### src/rtl/blackjack_table_fsm.sv
// blackjack_table_fsm: two-hand blackjack round controller with req/valid card fetch and soft-ace scoring.
// Define DEALER_HIT_SOFT17_EN to make the dealer also draw on a soft DEALER_STAND total.
module blackjack_table_fsm #(
  parameter int MAX_CARDS    = 9,
  parameter int SCORE_W      = 6,
  parameter int DEALER_STAND = 17
) (
  input  logic                   clk,
  input  logic                   rst,
  input  logic                   deal,
  input  logic                   hit,
  input  logic                   stand,
  input  logic                   card_valid,
  input  logic [3:0]             card_value,
  input  logic [1:0]             card_symbol,
  output logic                   card_req,
  output logic [4*MAX_CARDS-1:0] player_values,
  output logic [2*MAX_CARDS-1:0] player_symbols,
  output logic [4*MAX_CARDS-1:0] dealer_values,
  output logic [2*MAX_CARDS-1:0] dealer_symbols,
  output logic [3:0]             player_count,
  output logic [3:0]             dealer_count,
  output logic [SCORE_W-1:0]     player_score,
  output logic [SCORE_W-1:0]     dealer_score,
  output logic [2:0]             state_btn,
  output logic [1:0]             result
);
  typedef enum logic [3:0] {
    IDLE, DEAL, CHECK_NATURAL, PLAYER_TURN, PLAYER_DRAW, PLAYER_CHECK,
    DEALER_TURN, DEALER_DRAW, DEALER_WAIT, RESOLVE, DONE
  } state_t;
  state_t state;
  logic [3:0] pv [MAX_CARDS];
  logic [1:0] psy [MAX_CARDS];
  logic [3:0] dv [MAX_CARDS];
  logic [1:0] dsy [MAX_CARDS];
  logic deal_q, hit_q, stand_q, deal_e, hit_e, stand_e;
  logic [1:0] deal_idx;
  logic take, to_p, to_d;
  logic [7:0] p_sum, d_sum, p_tot, d_tot;
  logic p_ace, d_ace, p_bust, d_bust, p_room, d_room, d_draw;
  function automatic logic [7:0] pts(input logic [3:0] v);
    return v >= 4'd10 ? 8'd10 : {4'd0, v};
  endfunction
  function automatic logic [SCORE_W-1:0] sat(input logic [7:0] s);
    return int'(s) > (1 << SCORE_W) - 1 ? '1 : SCORE_W'(s);
  endfunction
  assign deal_e  = deal & ~deal_q;
  assign hit_e   = hit & ~hit_q;
  assign stand_e = stand & ~stand_q;
  assign take    = card_req & card_valid;
  assign to_p    = (state == DEAL && !deal_idx[0]) || state == PLAYER_DRAW;
  assign to_d    = (state == DEAL && deal_idx[0]) || state == DEALER_DRAW;
  assign p_bust  = p_tot > 8'd21;
  assign d_bust  = d_tot > 8'd21;
  assign p_room  = int'(player_count) < MAX_CARDS;
  assign d_room  = int'(dealer_count) < MAX_CARDS;
  // Totals come straight from the hand registers so decisions see the post-update score.
  always_comb begin
    p_sum = '0;
    d_sum = '0;
    p_ace = 1'b0;
    d_ace = 1'b0;
    for (int i = 0; i < MAX_CARDS; i++) begin
      p_sum = p_sum + pts(pv[i]);
      d_sum = d_sum + pts(dv[i]);
      p_ace = p_ace | (pv[i] == 4'd1);
      d_ace = d_ace | (dv[i] == 4'd1);
    end
    p_tot = p_sum + ((p_ace && p_sum <= 8'd11) ? 8'd10 : 8'd0);
    d_tot = d_sum + ((d_ace && d_sum <= 8'd11) ? 8'd10 : 8'd0);
  end
`ifdef DEALER_HIT_SOFT17_EN
  logic d_soft;
  assign d_soft = d_ace && d_sum <= 8'd11;
  assign d_draw = int'(d_tot) < DEALER_STAND || (int'(d_tot) == DEALER_STAND && d_soft);
`else
  assign d_draw = int'(d_tot) < DEALER_STAND;
`endif
  genvar g;
  for (g = 0; g < MAX_CARDS; g++) begin : g_flat
    assign player_values[4*g +: 4]  = pv[g];
    assign player_symbols[2*g +: 2] = psy[g];
    assign dealer_values[4*g +: 4]  = dv[g];
    assign dealer_symbols[2*g +: 2] = dsy[g];
  end
  always_ff @(posedge clk or negedge rst) begin
    if (!rst) begin
      state        <= IDLE;
      card_req     <= 1'b0;
      deal_q       <= 1'b0;
      hit_q        <= 1'b0;
      stand_q      <= 1'b0;
      deal_idx     <= '0;
      player_count <= '0;
      dealer_count <= '0;
      player_score <= '0;
      dealer_score <= '0;
      state_btn    <= '0;
      result       <= '0;
      for (int i = 0; i < MAX_CARDS; i++) begin
        pv[i]  <= '0;
        psy[i] <= '0;
        dv[i]  <= '0;
        dsy[i] <= '0;
      end
    end else begin
      deal_q       <= deal;
      hit_q        <= hit;
      stand_q      <= stand;
      player_score <= sat(p_tot);
      dealer_score <= sat(d_tot);
      if (take) begin
        card_req <= 1'b0;
        for (int i = 0; i < MAX_CARDS; i++) begin
          if (to_p && i == int'(player_count)) begin
            pv[i]  <= card_value;
            psy[i] <= card_symbol;
          end
          if (to_d && i == int'(dealer_count)) begin
            dv[i]  <= card_value;
            dsy[i] <= card_symbol;
          end
        end
        if (to_p) player_count <= player_count + 4'd1;
        if (to_d) dealer_count <= dealer_count + 4'd1;
      end
      case (state)
        IDLE, DONE: if (deal_e) begin
          for (int i = 0; i < MAX_CARDS; i++) begin
            pv[i]  <= '0;
            psy[i] <= '0;
            dv[i]  <= '0;
            dsy[i] <= '0;
          end
          player_count <= '0;
          dealer_count <= '0;
          result       <= '0;
          deal_idx     <= '0;
          state_btn    <= 3'd0;
          state        <= DEAL;
        end
        DEAL: if (take) begin
          deal_idx <= deal_idx + 2'd1;
          if (deal_idx == 2'd3) state <= CHECK_NATURAL;
        end else card_req <= 1'b1;
        CHECK_NATURAL: begin
          state     <= p_tot == 8'd21 ? DEALER_TURN : PLAYER_TURN;
          state_btn <= p_tot == 8'd21 ? 3'd2 : 3'd1;
        end
        // Stand is checked first so a simultaneous hit is dropped.
        PLAYER_TURN: if (stand_e) begin
          state     <= DEALER_TURN;
          state_btn <= 3'd2;
        end else if (hit_e && p_room) state <= PLAYER_DRAW;
        PLAYER_DRAW: if (take) state <= PLAYER_CHECK;
        else card_req <= 1'b1;
        PLAYER_CHECK: if (p_bust) state <= RESOLVE;
        else if (p_tot == 8'd21 || !p_room) begin
          state     <= DEALER_TURN;
          state_btn <= 3'd2;
        end else state <= PLAYER_TURN;
        DEALER_TURN: state <= d_draw && d_room ? DEALER_DRAW : RESOLVE;
        DEALER_DRAW: if (take) state <= DEALER_WAIT;
        else card_req <= 1'b1;
        DEALER_WAIT: state <= DEALER_TURN;
        RESOLVE: begin
          result    <= p_bust ? 2'd2 : d_bust ? 2'd1 : p_tot > d_tot ? 2'd1 : p_tot < d_tot ? 2'd2 : 2'd3;
          state_btn <= 3'd3;
          state     <= DONE;
        end
        default: state <= IDLE;
      endcase
    end
  end
endmodule

### config.mk
export PLATFORM = sky130hd
export DESIGN_NAME = blackjack_table_fsm
export DESIGN_NICKNAME = d
export VERILOG_FILES = /design/src/rtl/blackjack_table_fsm.sv
export SDC_FILE = /design/constraint.sdc
export NUM_CORES = 1
export LEC_CHECK = 0
export CAP_MARGIN = 40
export CORE_ASPECT_RATIO = 1.25
export CORE_MARGIN = 3
export CORE_UTILIZATION = 42
export CTS_BUF_LIST = sky130_fd_sc_hd__clkbuf_4 sky130_fd_sc_hd__clkbuf_8
export CTS_CLUSTER_DIAMETER = 60
export DETAILED_ROUTE_END_ITERATION = 16
export SYNTH_ARGS = -nofsm -noshare
export SYNTH_HDL_FRONTEND = slang
export SYNTH_SLANG_ARGS = --single-unit
### constraint.sdc
create_clock -name clk -period 19.3 [get_ports clk]
set_input_delay 2.895 -clock clk [delete_from_list [all_inputs] [get_ports clk]]
set_output_delay 2.895 -clock clk [all_outputs]
set_load 0.05 [all_outputs]
==> reports/qor.txt <==
status - complete, no violations
Die Area - 23800 µm²
Final period util - 0.3636
min-delay worst type - reg -> reg
fin. max-slew vios - 0
WHS - 0.5017 ns
flops & latches, synth - 142
global-route wire length before repair - 42630 µm
port buffer count - 144
CTS resizes - 0
Slowest cell on crit path - fa_1
vias in the first global route - 7719
Area growth, synth to finish - 23.04%
share of post-route cells with drive strength above 1 - 0.06115
DR WL/cell - 18.54 µm
HPWL after DPL - 19660 µm
initial core utilization - 0.4283
fin area - 11350 µm²
Peak VDD IR - 99.84 µV
ys async rst share - 1.000
number of max-cap violations - 0
reg2reg path depth - 26
Layout Skew - 0.02200 ns
worst path arrival time - 7.34 ns
H-tree levels - 4
worst skew pair latency - 0.47 ns
CTS root buffer - clkbuf_8
Inst Count DP - 1408
TNS Setup - 0 ns
First DRT Iteration DRCs - 413
GR Overflow Total - 0
row cnt - 60
Post-DP Area - 10940 µm²
# fillers - 2026
top cell type by total area after synthesis - dfrtp_1
unrepaired setup endpoints after global routing - false
DR pass1 iterations - 5
Final ANT Viol Nets - 0
Final Hold Viols - 0
Ports - 146
Critical Path RT - 19.62 ns
dpl ws - 12.31 ns
final worst setup slack - 12.28 ns
utilization after layout - 0.5269
Post-synth EDFFs - 0
Most common cell on crit path - fa_1
flop2flop setup slack - 12.28 ns
pin count of the biggest net entering global routing - 72
Clock Sinks - 142
Die X - 138.6 µm
slowest stage delay, CP - 0.55 ns
Seq/Total Area, Yosys - 0.3851
Reg clk slew, reported paths - 0.10 ns
Yosys warnings - 0
slew margin rel. - 0.4630
crit path kind - reg -> reg
TritonCTS buffer count - 17
Slew @ Worst Pin - 0.8020 ns
fmax - 142.5 MHz
PD cells - 138.5 nW/µm²
Worst Hold Depth - 1
Main synth FF type - dfrtp_1
vias - 7759
Die H - 171.7 µm
Avg Synthesized Cell Area - 8.941 µm²
Post-Syn Area - 9228 µm²
LEAKAGE - 5.173 nW
Setup-failing EPs final - 0
Final Instance Count excl. Fillers - 1440
minimum clock period - 7.018 ns
number of hold buffers added after cts - 0
Cell variety after synth - 61
routed wire length - 26690 µm
TritonCTS clock tree - built
endpoint class of the critical path - flop
postcts setup bufs - 0
crit path max fanout - 5
Worst Setup Start Kind - flop
antenna violations before repair - 0
Core ar. - 21550 µm²
overall power - 1.573 mW
n_diodes - 0
top-area cell type share of the netlist area - 0.3851
# nets final - 1255
DRC errors left - 0
ranking of synthesized cells by area - dfrtp_1 (39%), fa_1 (11%), a21oi_1 (6.7%)
via density per instance - 5.388
Tot GR Track Use - 0.2253
GPL Wtd Cong - 0.8416
Clock Path Buffers - 2
Synthesized Nets - 1139
cells after synthesis - 1032
[synth_stat cells, drive strengths merged (12+ instances only)]
master  number
o21ai       37
inv         98
nand2      157
nand3       99
buf         22
a21oi      124
clkbuf      40
nor2b       15
nor4b       18
fa          52
xnor2       12
nor2        38
mux2i       15
dfrtp      142
a21o        14
ha          43
[cells by family after synthesis]
| kind of cell | Yosys count | share of synthesized area |
|---|---|---|
| flip-flops | 142 | 0.3851 |
| AND/OR/NAND/NOR | 395 | 0.2140 |
| buffers and inverters | 160 | 0.06956 |
| adder cells (fa/ha/maj) | 96 | 0.1722 |
| multiplexers | 15 | 0.01627 |
| other | 1 | 0.0004064 |
| XOR/XNOR | 21 | 0.01993 |
| AO/OA/AOI/OAI | 202 | 0.1226 |
[critical path: cells and delay by family (launching register included)]
kind / cells / cell delay, ns
flops: 1 / 0.43
buf+inv: 3 / 0.17
simple gates: 6 / 1.30
compound gates: 8 / 1.50
xor+xnor: 1 / 0.24
fa+ha+maj: 8 / 3.22
[cells in the final DEF (no fill, tap or decap), types with 3 or more instances in the layout]
cell / count
a21o_1: 14
a21oi_1: 124
a31oi_1: 4
and2_1: 4
and3_1: 4
buf_16: 3
buf_4: 8
buf_8: 3
clkbuf_8: 18
clkdlybuf4s50_1: 143
clkinv_4: 4
dfrtp_1: 142
fa_1: 52
ha_1: 43
inv_1: 98
inv_6: 5
mux2i_1: 15
nand2_1: 157
nand2b_1: 11
nand3_1: 98
nand4_1: 4
nor2_1: 38
nor2b_1: 15
nor3_1: 9
nor4_1: 8
nor4b_1: 17
o21a_1: 3
o21ai_0: 36
o22ai_1: 3
or2_2: 8
or4_1: 3
xnor2_1: 12
xor2_1: 9
[final cells by class]
class / count / area [µm²] / share of cell area
inverter: 98 / 367.9 / 0.03240
sequential: 142 / 3553 / 0.3130
multi-input combinational: 730 / 5039 / 0.4438
timing repair buffer: 159 / 1635 / 0.1440
clock inverter: 13 / 153.9 / 0.01356
clock buffer: 19 / 255.2 / 0.02248
tap: 279 / 349.1 / 0.03075
[final timing paths]
| kind | from | endpoint |
|---|---|---|
| setup / recovery | player_values[2]$_DFF_PN0_ | result[0]$_DFFE_PN0P_ |
| hold / removal | state_btn[0]$_DFFE_PN0P_ | state_btn[0]$_DFFE_PN0P_ |
| setup reg to reg | player_values[2]$_DFF_PN0_ | result[0]$_DFFE_PN0P_ |
| hold reg to reg | state_btn[0]$_DFFE_PN0P_ | state_btn[0]$_DFFE_PN0P_ |
| max in group asynchronous | rst | dealer_values[26]$_DFF_PN0_ |
| min in group asynchronous | rst | player_values[4]$_DFF_PN0_ |
[sequential cells by signal, indices dropped and copies added, names as in the netlist, 2 cells and up]
register / cells
deal_idx: 2
dealer_count: 4
dealer_score: 6
dealer_symbols: 18
dealer_values: 36
player_count: 4
player_score: 6
player_symbols: 18
player_values: 36
result: 2
state: 4
state_btn: 2
[routing by layer]
layer | global-route usage | up-vias | part of all wire
met3 | 0.05506 | 33 | 0.056
li1 | - | 3696 | -
met5 | 0 | - | 0
met4 | 0.07091 | 0 | 0.020
met1 | 0.3008 | 3833 | 0.45
met2 | 0.3655 | 197 | 0.48
[report_power, final]
part	internal, mW	switching [mW]	leakage (nW)
Clock	0.123	0.133	0.202
Combinational	0.329	0.564	3.04
Sequential	0.353	0.0720	1.93
Power figures use the tool's default switching activity.
